===== config.mk =====
export PLATFORM = sky130hd
export DESIGN_NAME = ai_accel_scheduler
export DESIGN_NICKNAME = d
export VERILOG_FILES = /design/src/rtl/ai_accel_pkg.sv /design/src/rtl/ai_accel_scheduler_rr_arbiter.sv /design/src/rtl/ai_accel_scheduler.sv
export SDC_FILE = /design/constraint.sdc
export NUM_CORES = 1
export LEC_CHECK = 0
export CAP_MARGIN = 0
export CORE_MARGIN = 4
export CORE_UTILIZATION = 51
export CTS_CLUSTER_SIZE = 10
export DETAILED_ROUTE_END_ITERATION = 10
export PLACE_DENSITY = 0.88
export SYNTH_ARGS = -nofsm -noshare
export SYNTH_HDL_FRONTEND = slang
export SYNTH_HIERARCHICAL = 1
export SYNTH_SLANG_ARGS = --single-unit

===== constraint.sdc =====
create_clock -name clk -period 7.15 [get_ports clk]
set_clock_uncertainty 0.2 [all_clocks]
set_input_delay 1.43 -clock clk [delete_from_list [all_inputs] [get_ports clk]]
set_output_delay 1.43 -clock clk [all_outputs]
set_load 0.01 [all_outputs]

===== src/rtl/ai_accel_pkg.sv =====
// ---------------------------------------------------------------------------
// ai_accel_pkg
// Shared definitions for the AI accelerator scheduler: accelerator opcodes,
// response status codes and the scheduler state encoding.
// ---------------------------------------------------------------------------
package ai_accel_pkg;

  // Accelerator opcodes; anything above OP_MAX is rejected without issue.
  localparam logic [3:0] OP_MATMUL  = 4'd0;
  localparam logic [3:0] OP_CONV2D  = 4'd1;
  localparam logic [3:0] OP_RELU    = 4'd2;
  localparam logic [3:0] OP_SOFTMAX = 4'd3;
  localparam logic [3:0] OP_POOL    = 4'd4;
  localparam logic [3:0] OP_MAX     = 4'd4;

  // Response status codes returned on rsp_status.
  localparam logic [1:0] ST_OK        = 2'd0;
  localparam logic [1:0] ST_ACCEL_ERR = 2'd1;
  localparam logic [1:0] ST_TIMEOUT   = 2'd2;
  localparam logic [1:0] ST_BAD_OP    = 2'd3;

  typedef enum logic [1:0] {
    S_IDLE  = 2'd0,
    S_ISSUE = 2'd1,
    S_WAIT  = 2'd2,
    S_RESP  = 2'd3
  } sched_state_t;

  function automatic logic op_is_legal(input logic [3:0] op);
    return op <= OP_MAX;
  endfunction

endpackage


===== src/rtl/ai_accel_scheduler_rr_arbiter.sv =====
// ---------------------------------------------------------------------------
// rr_arbiter
// Combinational round-robin arbiter. Grants the first asserted request at or
// after ptr, scanning upward and wrapping at NUM_REQ.
//
// Ports:
//   req        in   NUM_REQ  request vector
//   ptr        in   IDX_W    highest-priority index (must be < NUM_REQ)
//   grant      out  NUM_REQ  one-hot grant, zero when no request
//   grant_idx  out  IDX_W    binary index of the granted request
//   grant_any  out  1        at least one request is asserted
// ---------------------------------------------------------------------------
module rr_arbiter #(
  parameter int NUM_REQ = 4,
  parameter int IDX_W   = 2
) (
  input  logic [NUM_REQ-1:0] req,
  input  logic [IDX_W-1:0]   ptr,
  output logic [NUM_REQ-1:0] grant,
  output logic [IDX_W-1:0]   grant_idx,
  output logic               grant_any
);

  // Requests rotated so that bit 0 is the requester at ptr.
  logic [NUM_REQ-1:0] req_rot;
  // One extra bit so ptr + offset cannot overflow before the wrap.
  logic [IDX_W:0]     pos;

  always_comb begin
    // NOTE: every combinational output gets a default before any branch;
    // a path that leaves one unassigned would infer a latch.
    grant     = '0;
    grant_idx = '0;
    pos       = '0;

    req_rot   = NUM_REQ'({req, req} >> ptr);
    grant_any = |req_rot;

    // Descending scan so the lowest rotated offset wins.
    for (int k = NUM_REQ - 1; k >= 0; k--) begin
      if (req_rot[k]) pos = (IDX_W + 1)'(k);
    end

    pos = pos + {1'b0, ptr};
    if (pos >= (IDX_W + 1)'(NUM_REQ)) pos = pos - (IDX_W + 1)'(NUM_REQ);

    if (grant_any) begin
      grant     = NUM_REQ'(1) << pos;
      grant_idx = pos[IDX_W-1:0];
    end
  end

endmodule


===== src/rtl/ai_accel_scheduler.sv =====
// ---------------------------------------------------------------------------
// ai_accel_scheduler
// Shares one AI accelerator between NUM_REQ requesters. One command is
// accepted at a time by round-robin, issued with a single accel_enable pulse,
// and answered with a status response to the winning requester.
//
// Optional feature: define AI_SCHED_TIMEOUT_EN to abort a WAIT that lasts
// TIMEOUT_CYCLES cycles with a TIMEOUT response. Without it WAIT holds until
// the accelerator reports done or error.
//
// Ports:
//   clk              in   1          system clock, rising edge
//   rst              in   1          synchronous active-high reset
//   req_valid        in   NUM_REQ    per-requester command valid
//   req_op           in   4*NUM_REQ  opcode of requester i in [4i+3:4i]
//   req_ready        out  NUM_REQ    one-hot grant (IDLE only)
//   rsp_valid        out  NUM_REQ    one-hot completion valid
//   rsp_status       out  2          OK / ACCEL_ERR / TIMEOUT / BAD_OP
//   rsp_ready        in   NUM_REQ    per-requester response accept
//   accel_enable     out  1          one-cycle accelerator start pulse
//   accel_operation  out  4          opcode to the accelerator
//   accel_sel        out  SEL_W      operand-bank select for external mux
//   accel_done       in   1          accelerator completion pulse
//   accel_error      in   1          accelerator error pulse
//   busy             out  1          state is not IDLE
//   cmd_count        out  32         accepted commands, wraps
// ---------------------------------------------------------------------------
module ai_accel_scheduler
  import ai_accel_pkg::*;
#(
  parameter int NUM_REQ        = 4,
  parameter int SEL_W          = 2,
  parameter int TIMEOUT_CYCLES = 1024
) (
  input  logic                   clk,
  input  logic                   rst,
  input  logic [NUM_REQ-1:0]     req_valid,
  input  logic [4*NUM_REQ-1:0]   req_op,
  output logic [NUM_REQ-1:0]     req_ready,
  output logic [NUM_REQ-1:0]     rsp_valid,
  output logic [1:0]             rsp_status,
  input  logic [NUM_REQ-1:0]     rsp_ready,
  output logic                   accel_enable,
  output logic [3:0]             accel_operation,
  output logic [SEL_W-1:0]       accel_sel,
  input  logic                   accel_done,
  input  logic                   accel_error,
  output logic                   busy,
  output logic [31:0]            cmd_count
);

  if (NUM_REQ < 2 || NUM_REQ > 8 || SEL_W < $clog2(NUM_REQ) || TIMEOUT_CYCLES < 1)
  begin : g_bad_cfg
    $error("ai_accel_scheduler: illegal parameter combination");
  end

  sched_state_t       state, state_nxt;
  logic [SEL_W-1:0]   rr_ptr;
  logic [SEL_W-1:0]   idx_q;
  logic [NUM_REQ-1:0] grant;
  logic [SEL_W-1:0]   grant_idx;
  logic               grant_any;
  logic [3:0]         grant_op;
  logic [1:0]         status_nxt;
  logic               accept;
  logic               rsp_taken;
  logic               tmo_hit;

  rr_arbiter #(
    .NUM_REQ (NUM_REQ),
    .IDX_W   (SEL_W)
  ) u_arb (
    .req       (req_valid),
    .ptr       (rr_ptr),
    .grant     (grant),
    .grant_idx (grant_idx),
    .grant_any (grant_any)
  );

  // Opcode presented by the granted requester.
  always_comb begin
    grant_op = '0;
    for (int i = 0; i < NUM_REQ; i++) begin
      if (grant[i]) grant_op = req_op[4*i +: 4];
    end
  end

  assign accept    = (state == S_IDLE) && !rst && grant_any;
  assign rsp_taken = |(rsp_ready & rsp_valid);

`ifdef AI_SCHED_TIMEOUT_EN
  // Counts WAIT cycles; cleared during ISSUE so it reads 0 on WAIT entry.
  logic [31:0] tmo_cnt;

  always_ff @(posedge clk) begin
    if (rst)                   tmo_cnt <= '0;
    else if (state == S_ISSUE) tmo_cnt <= '0;
    else if (state == S_WAIT)  tmo_cnt <= tmo_cnt + 32'd1;
  end

  assign tmo_hit = (state == S_WAIT) && (tmo_cnt == 32'(TIMEOUT_CYCLES - 1));
`else
  assign tmo_hit = 1'b0;
`endif

  // State register.
  always_ff @(posedge clk) begin
    // NOTE: sequential state uses non-blocking assignments so every register
    // samples its inputs from the same edge, independent of statement order.
    if (rst) state <= S_IDLE;
    else     state <= state_nxt;
  end

  // Next-state and next-status logic. Error outranks done, and both outrank
  // the timeout, because they are tested first.
  always_comb begin
    state_nxt  = state;
    status_nxt = rsp_status;
    unique case (state)
      S_IDLE: begin
        if (accept) begin
          if (op_is_legal(grant_op)) begin
            state_nxt = S_ISSUE;
          end else begin
            state_nxt  = S_RESP;
            status_nxt = ST_BAD_OP;
          end
        end
      end
      S_ISSUE: state_nxt = S_WAIT;
      S_WAIT: begin
        if (accel_error) begin
          state_nxt  = S_RESP;
          status_nxt = ST_ACCEL_ERR;
        end else if (accel_done) begin
          state_nxt  = S_RESP;
          status_nxt = ST_OK;
        end else if (tmo_hit) begin
          state_nxt  = S_RESP;
          status_nxt = ST_TIMEOUT;
        end
      end
      S_RESP: begin
        if (rsp_taken) state_nxt = S_IDLE;
      end
      default: state_nxt = S_IDLE;
    endcase
  end

  // Command bookkeeping and registered outputs.
  always_ff @(posedge clk) begin
    if (rst) begin
      rr_ptr          <= '0;
      idx_q           <= '0;
      rsp_status      <= ST_OK;
      accel_operation <= '0;
      accel_sel       <= '0;
      cmd_count       <= '0;
    end else begin
      rsp_status <= status_nxt;
      if (accept) begin
        idx_q     <= grant_idx;
        cmd_count <= cmd_count + 32'd1;
        rr_ptr    <= (grant_idx == SEL_W'(NUM_REQ - 1)) ? '0 : grant_idx + SEL_W'(1);
        // Only legal opcodes reach the accelerator; the operand mux and
        // opcode stay put on a rejected command.
        if (op_is_legal(grant_op)) begin
          accel_operation <= grant_op;
          accel_sel       <= grant_idx;
        end
      end
    end
  end

  // Output decode from state. req_ready is forced low during reset so no
  // requester sees a handshake that the reset is about to discard.
  always_comb begin
    req_ready    = '0;
    rsp_valid    = '0;
    accel_enable = 1'b0;
    busy         = (state != S_IDLE);
    unique case (state)
      S_IDLE:  if (!rst) req_ready = grant;
      S_ISSUE: accel_enable = 1'b1;
      S_WAIT:  ;
      S_RESP:  rsp_valid = NUM_REQ'(1) << idx_q;
      default: ;
    endcase
  end

endmodule


# [After elaboration in Yosys (flattened, before gate mapping)]
# Cells that the tools add are included.
# Widths: inputs -> output; s select.
[totals] out_inout_bits=50 reg_bits=46 elab_cells=63 inputBits=28
[classes] eq_ne=8 mux=27 n_lt_le_gt_ge=2 n_addsub=4 shifts=3 reduce_logical=11 bitwise=1
[op_table] op="$add 32x1->32 const B" n=1
[op_table] op="$mux 4" n=8
[op_table] op="$mux 2" n=15
[op_table] op="$pmux 2 s4" n=1
[op_table] op="$reduce_or 4->1" n=2
[op_table] op="$shr 8x2->4" n=1
[op_table] op="$eq 2x2->1 const B" n=3
[op_table] op="$ne 2x2->1 const B" n=3
[op_table] op="$and 4x4->4" n=1
[op_table] op="$le 4x3->1 const B" n=1
[op_table] op="$pmux 2 s2" n=1
[op_table] op="$reduce_and 4->1" n=1
[op_table] op="$reduce_bool 2->1" n=2
[op_table] op="$shl 1x2->4 const A" n=1
[op_table] op="$shl 1x3->4 const A" n=1
[op_table] op="$add 2x2->3" n=1
[op_table] op="$ge 3x3->1 const B" n=1
[op_table] op="$mux 3" n=1
[op_table] op="$ne 3x3->1 const B" n=1
[op_table] op="$reduce_and 3->1" n=1
[op_table] op="$sub 3x3->3 const B" n=1
[op_table] op="$add 2x1->2 const B" n=1
[op_table] op="$eq 2x1->1 const B" n=1
[op_table] op="$logic_and 1x1->1" n=2
[op_table] op="4 further kinds" n=4

# [Logic depth before layout (Yosys ltp)]
# Gate-level depths: netlist of run 1.
[logic_depth] ltp_word=18 depth_mapped=14 mapped_depth_nobuf=13

# [Hierarchy]
# The synthesis of run 1 kept the hierarchy.
[modules_own_cells] mod="ai_accel_scheduler" cells_each=269 instances=1 seq_area_each_um2=920.9 area_per_inst_um2=2344.7
[modules_own_cells] mod="rr_arbiter" cells_each=48 instances=1 seq_area_each_um2=0.0 area_per_inst_um2=321.6

# [Worst setup path after synthesis of run 1]
# OpenSTA, ideal clock, no wires.
[synth_path] kind="in2out" from="in req_valid[2]" to="out req_ready[3]" slack_ns=2.106 t_arrival_ns=3.414 required_ns=5.520 path_stages=10 path_buffers=1 cell_sequence="clkbuf_2 a22o_1 a221oi_1 a21oi_1 ha_1 xnor2_1 o31ai_2 a21oi_1 inv_1 nor3_1"
[synth_via] elab_chain_cells=12 word_cells_on_any_way=14 classes_between="add/sub: 2; order compare: 1; shift: 2; mux: 8; reduce/logical: 1"
[synth_lines] item="from (decl)" line_no="ai_accel_scheduler.sv:37" text="input logic [NUM_REQ-1:0] req_valid,"
[synth_lines] item="$shr 8x2->4 (*)" line_no="ai_accel_scheduler_rr_arbiter.sv:36" text="req_rot = NUM_REQ'({req, req} >> ptr);"
[synth_lines] item="$mux 2 (4 in series)" line_no="ai_accel_scheduler_rr_arbiter.sv:41" text="if (req_rot[k]) pos = (IDX_W + 1)'(k);"
[synth_lines] item="$add 2x2->3" line_no="ai_accel_scheduler_rr_arbiter.sv:44" text="pos = pos + {1'b0, ptr};"
[synth_lines] item="$sub 3x3->3 / $ge 3x3->1 (equally long branches)" line_no="ai_accel_scheduler_rr_arbiter.sv:45" text="if (pos >= (IDX_W + 1)'(NUM_REQ)) pos = pos - (IDX_W + 1)'(NUM_REQ);"
[synth_lines] item="$mux 3" line_no="ai_accel_scheduler_rr_arbiter.sv:45"
[synth_lines] item="$shl 1x3->4" line_no="ai_accel_scheduler_rr_arbiter.sv:48" text="grant = NUM_REQ'(1) << pos;"
[synth_lines] item="$mux 4 (*)" line_no="ai_accel_scheduler_rr_arbiter.sv:47" text="if (grant_any) begin"
[synth_lines] item="named net grant[3]" line_no="ai_accel_scheduler.sv:60" text="logic [NUM_REQ-1:0] grant;"
[synth_lines] item="$mux 4 (*)" line_no="ai_accel_scheduler.sv:183" text="S_IDLE: if (!rst) req_ready = grant;"
[synth_lines] item="$mux 4 (*)" line_no="ai_accel_scheduler.sv:182" text="unique case (state)"
[synth_lines] item="to (decl)" line_no="ai_accel_scheduler.sv:39" text="output logic [NUM_REQ-1:0] req_ready,"
# The timed path passes the listed nets; every way through them passes the cells marked *.

# [Final worst setup path of run 1]
[layout_path] from="in req_valid[1]" to="out req_ready[3]"
# The elaborated chain is that of the path after synthesis.

==> results of run 1 <==
==> critical path, delay by kind of cell <==
family | cells | cell delay, ns
xor+xnor | 1 | 0.27
compound gates | 5 | 1.05
simple gates | 1 | 0.22
fa+ha+maj | 1 | 0.22
buf+inv | 4 | 1.44
==> routing by layer <==
metal | global-route usage (%) | wire [µm] | vias to the layer above
li1 | - | - | 1253
met1 | 26.7 | 2960 | 1217
met2 | 38.8 | 3320 | 93
met3 | 5.83 | 428 | 13
met4 | 7.77 | 132 | 0
met5 | 0 | 0 | -
==> flip-flops by register name, indices dropped and copies added (netlist names) <==
register,cells
cmd_count,32
accel_operation,4
accel_sel,2
idx_q,2
rr_ptr,2
rsp_status,2
state,2
==> layout by cell type, fill, tap and decap left out, types with 2 or more instances in the layout <==
| master | n |
|---|---|
| clkdlybuf4s50_1 | 77 |
| xnor2_1 | 7 |
| nor3_1 | 8 |
| a31oi_1 | 2 |
| inv_1 | 12 |
| nand2b_1 | 3 |
| clkbuf_8 | 5 |
| and3b_1 | 2 |
| o22ai_1 | 4 |
| nand3b_1 | 5 |
| and2_1 | 6 |
| and3_1 | 9 |
| nand3_1 | 11 |
| and4_1 | 7 |
| nand2_1 | 18 |
| mux2_4 | 5 |
| nor3b_1 | 5 |
| a21oi_1 | 11 |
| dfxtp_1 | 46 |
| nor2b_1 | 11 |
| o21a_1 | 3 |
| ha_1 | 7 |
| a221oi_1 | 5 |
| a211oi_1 | 2 |
| nand4_1 | 16 |
| mux2_2 | 2 |
| nor2_1 | 45 |
| and3b_2 | 2 |
| xor2_1 | 25 |
| o21ai_0 | 5 |
| or3_1 | 2 |
==> power groups by stage <==
stage | sequential, mW | combinational [mW] | clock (mW)
floorplan | 0.329 | 0.292 | 0
global placement | 0.327 | 0.425 | 0
detailed placement | 0.329 | 0.443 | 0
CTS | 0.323 | 0.445 | 0.204
global route | 0.331 | 0.483 | 0.217
finish | 0.323 | 0.445 | 0.198
==> layout make-up <==
class	instances	share of cell area, %
well taps	70	2.45
repair buffers	78	21.8
inverters	12	1.26
flip-flops and latches	46	25.8
clock inverters	3	1.23
multi-input cells	244	45.5
clock buffers	5	1.93
==> kinds of logic (layout without fill, tap and decap cells) <==
group                    after synthesis  count (layout)  synth area share [%]
AND/OR/NAND/NOR                      155             155                  31.5
flip-flops                            46              46                  34.5
AO/OA/AOI/OAI                         42              42                  11.1
XOR/XNOR                              32              32                  10.5
buffers and inverters                 27              98                  4.50
multiplexers                           8               8                  4.50
adder cells (fa/ha/maj)                7               7                  3.28
==> worst max path at each step <==
stage	startpoint	endpoint	cells past startpoint	slack [ns]
6_report	req_valid[1]	req_ready[3]	12	0.90
5_1_grt	req_valid[1]	req_ready[3]	12	0.55
4_1_cts	req_valid[1]	req_ready[3]	12	0.96
3_5_place_dp	req_valid[1]	req_ready[3]	12	0.97
3_3_place_gp	req_valid[1]	req_ready[3]	12	1.07
2_1_floorplan	req_valid[2]	req_ready[3]	10	2.11
==> results.yml, run 1 <==
finish:
  multiInputGateArea_mm2: 0.00163
  final_area_mm2: 0.00357
  instances_no_fill: 458
  syn_to_final_growth_pct: 33.9
  final_nets: 422
  final_util_pct: 70.3
  fillerInstances: 420
  drive_above_1_share_pct: 5.93
  diodes: 0
  regArea_um2: 921
clock_tree:
  cts.repair.resized: 0
  htree_num_levels: 2
  cts_sinks: 46
  clk_pin_slew_ns: 0.09
  cts.path.max_buffers: 2
  post-cts-setup-buffers: 0
  cts_tree: "yes"
  cts-hold-fix-buffers: 0
  clock_latency_ns: 0.30
  cts-root-buf: "clkbuf_8"
  cts_buffers: 5
worst_hold_path:
  holdPathEnd: "cmd_count[31]"
  hp-class: "flop to flop"
  holdPathStages: 2
  hp-start: "cmd_count[31]"
logic_synthesis:
  yosys.area.top_type: "dfxtp_1"
  synth_seq_area_share_pct: 34.5
  ys_ff_latch: 46
  yosysUniqueCellTypes: 50
  synthTopCellsByArea: "dfxtp_1 35%, xor2_1 8.2%, nor2_1 6.3%, nand4_1 3.8%, ha_1 3.3%"
  syn_inst: 317
  syn_area_mm2: 0.00267
  synth.avg_cell_area_um2: 8.41
  yosysWarnings: 6
  yosysTopAreaCellShare_pct: 34.5
  synth_top_flop_cell: "dfxtp_1"
  synth_nets: 352
  synth_commonest_cells: "46 x dfxtp_1, 45 x nor2_1, 25 x xor2_1"
  synth_edf_count: 0
  synth_most_common_cell: "dfxtp_1"
  synthArstFlopShare_pct: 0
critical_path:
  max_stage_delay_ns: 0.63
  critPathLaunchType: "input pin"
  crit_type: "input pin to primary output"
  r2r_setup_slack_ns: 2.97
  crit_fanout: 9
  crit_slowest_cell: "clkdlybuf4s50_1"
  reg2reg_from: "rr_ptr[1]"
  crit_arrival_ns: 4.62
  endpoint_kind: "primary output"
  timing.rr.end: "accel_operation[2]"
  cp_cell_sequence: "clkdlybuf4s50_1 > inv_1 > a22o_1 > a221oi_1 > a21oi_1 > ha_1 > xnor2_1 > o31ai_2 > a21oi_1 > inv_1 > nor3_1 > clkdlybuf4s50_1"
  required_ns: 5.52
  rr_worst_depth: 13
timing:
  rsz0062_at_grt: "no"
  hold_violations: 0
  timing.fmax_ghz: 0.160
  period_share_pct: 87.5
  hold_ws_ns: 0.321
  setup_tns_ns: 0
  fin_ws_ns: 0.896
  finalCriticalPeriod_ns: 6.25
  drv_slew: 0
  maxSlewHeadroom_pct: 26.2
  finalSetupViolCount: 0
  tightest_slew_ns: 1.10
floorplanning:
  die_y_um: 80.3
  core_mm2: 0.00507
  fp.dieW_um: 80.3
  dieArea_mm2: 0.00645
  io_pins: 78
  start_util_pct: 52.5
  row_count: 26
detailed_routing:
  dr_total_vias: 2576
  remaining_drc_errors: 0
  drt_iter0_drc: 203
  drtAntennaViolNets: 0
  wirelength_mm: 6.84
  wire_per_inst_um: 14.9
  via_per_inst: 5.62
  dr.pass1.iters: 4
global_route:
  grt_antenna_before_repair: 0
  grt_use_total_pct: 22.4
  grt_pass1_vias: 2515
  grt_max_degree: 55
  grt_overflow_total: 0
  grt_pass1_wl_mm: 11.6
placement:
  dp_hpwl_mm: 4.92
  pre_cts_slack_ns: 0.965
  dp.cells: 450
  dpl_cell_area_mm2: 0.00346
  gp_congestion: 0.792
  port_buffers: 77
power:
  power.internal_mw: 0.612
  power.density_mw_per_mm2: 271
  peakVddDrop_v: 0.000153
  power.switching_mw: 0.355
  sw_frac_of_total_pct: 36.7
  combPwrFrac_pct: 46.1
  p_leak_nw: 1.37
  sequentialPowerShare_pct: 33.5
  power.total_mw: 0.966
  pwr-share-clk_pct: 20.5
run:
  drv_cap: 0
run_status:
  status: "completed"
Power figures use the tool's default switching activity.
==> run 2, diff against run 1 <==
Settings changed: CTS_CLUSTER_SIZE 10 to 16, PLACE_DENSITY 0.88 to not set, PLACE_DENSITY_LB_ADDON set to 0.1.
==> run 2 against run 1 <==
  * Combinational power is 2% lower
  * Via count is 4.7% lower
  * Final area is 0.70% higher
==> results.yml, run 2 (synthesis gave the netlist of run 1 again) <==
critical_path:
  crit_arrival_ns: 4.70
  r2r_setup_slack_ns: 2.98
  required_ns: 5.52
  crit_fanout: 9
  rr_worst_depth: 13
  endpoint_kind: "primary output"
  worstSetupEndpoint: "req_ready[3]"
  max_stage_delay_ns: 0.64
  crit_cells: 12
  critPathTopFamily: "buffers and inverters"
  worstSetupStartpoint: "req_valid[1]"
  reg2reg_from: "rr_ptr[1]"
  path_buf_inv: 4
  crit_slowest_cell: "clkdlybuf4s50_1"
  timing.rr.end: "accel_sel[1]"
  cp_cell_sequence: "clkdlybuf4s50_1 > inv_1 > a22o_1 > a221oi_1 > a21oi_1 > ha_1 > xnor2_1 > o31ai_2 > a21oi_1 > inv_1 > nor3_1 > clkdlybuf4s50_1"
  crit_type: "input pin to primary output"
  critPathLaunchType: "input pin"
clock_tree:
  cts_sinks: 46
  htree_num_levels: 2
  cts_buffers: 5
  cts.path.max_buffers: 2
  cts_tree: "yes"
  post-cts-setup-buffers: 0
  cts.repair.resized: 0
  cts-root-buf: "clkbuf_8"
  cts-hold-fix-buffers: 0
  clock_latency_ns: 0.30
  clk_pin_slew_ns: 0.09
finish:
  largest_reg_flops: 32
  final_nets: 422
  drive_above_1_share_pct: 5.93
  regArea_um2: 921
  final_util_pct: 70.8
  max_flop_register: "cmd_count"
  final_cell_mix: "77 x clkdlybuf4s50_1, 46 x dfxtp_1, 45 x nor2_1, 25 x xor2_1, 18 x nand2_1"
  syn_to_final_growth_pct: 34.8
  fillerInstances: 443
  reg_top3: "cmd_count: 32 flops, accel_operation: 4 flops"
  layout_commonest_cell: "clkdlybuf4s50_1"
  multiInputGateArea_mm2: 0.00163
  diodes: 0
timing:
  finalCriticalPeriod_ns: 6.33
  timing.fmax_ghz: 0.158
  tightest_slew_ns: 1.06
  hold_violations: 0
  maxSlewHeadroom_pct: 29.4
  rsz0062_at_grt: "no"
  finalSetupViolCount: 0
  drv_slew: 0
  setup_tns_ns: 0
  period_share_pct: 88.5
floorplanning:
  die_y_um: 80.3
  io_pins: 78
  fp.dieW_um: 80.3
  core_mm2: 0.00507
  dieArea_mm2: 0.00645
  row_count: 26
  start_util_pct: 52.5
run:
  drv_cap: 0
placement:
  port_buffers: 77
  gp_congestion: 0.774
  dp_hpwl_mm: 4.59
global_route:
  grt_pass1_vias: 2266
  grt_max_degree: 55
  grt_pass1_wl_mm: 10.6
  grt_antenna_before_repair: 0
  grt_overflow_total: 0
  grt_use_total_pct: 20.6
run_status:
  status: "completed"
worst_hold_path:
  hp-class: "flop to flop"
detailed_routing:
  dr.pass1.iters: 4
  via_per_inst: 5.36
  wire_per_inst_um: 13.6
  remaining_drc_errors: 0
  wirelength_mm: 6.23
  drt_iter0_drc: 151
  dr_total_vias: 2456
  drtAntennaViolNets: 0
power:
  peakVddDrop_v: 0.000154
  power.density_mw_per_mm2: 276
  p_leak_nw: 1.38
==> run 2: cell count changes in the layout (fill, tap and decap cells not counted), sizes merged <==
cell    before  now
inv         13   12
bufinv       1    2
==> run 2: per-stage QoR <==
step                setup WS, ns  cell area (µm²)  total power, mW  std cells  hold slack [ns]
floorplan                   2.11             2670            0.621        317            0.276
global placement            1.04             3460            0.755        450            0.279
detailed placement         0.931             3460            0.763        450            0.305
CTS                        0.915             3590            0.994        458            0.318
global route               0.556             3590             1.06        458            0.356
finish                     0.825             3590            0.992        458            0.309
==> run 2: layout make-up <==
type                    count  share of cell area, %
clock inverters             3                   1.91
flip-flops and latches     46                   25.6
well taps                  70                   2.44
inverters                  12                   1.25
clock buffers               5                   1.91
multi-input cells         244                   45.2
repair buffers             78                   21.6
==> run 2: metal layers <==
layer	up-vias	part of all wire [%]	wire (µm)	global-route usage (%)
met4	0	1.5	92	6.93
met2	55	47	2930	32.5
met5	-	0	0	0
met3	11	4.9	308	4.71
li1	1260	-	-	-
met1	1130	46	2900	27.7
==> run 2: worst min-delay path by stage <==
stage,from,endpoint,slack (ns),cells past startpoint
6_report,cmd_count[31],cmd_count[31],0.31,2
5_1_grt,cmd_count[31],cmd_count[31],0.36,2
4_1_cts,cmd_count[31],cmd_count[31],0.32,2
3_5_place_dp,cmd_count[31],cmd_count[31],0.30,2
3_3_place_gp,cmd_count[31],cmd_count[31],0.28,2
2_1_floorplan,rr_ptr[1],rr_ptr[1],0.28,2
==> run 2: worst min-delay path: cells and delay by family (launching register included) <==
family,cells,cell delay [ns]
AOI/OAI and AO/OA,2,0.14
DFF,1,0.33
==> run 2: power by group <==
| group | total [mW] | internal (mW) | switching (mW) |
|---|---|---|---|
| logic | 0.437 | 0.216 | 0.221 |
| registers | 0.325 | 0.291 | 0.0341 |
| clock network | 0.230 | 0.140 | 0.0904 |
| total | 0.992 | 0.647 | 0.345 |
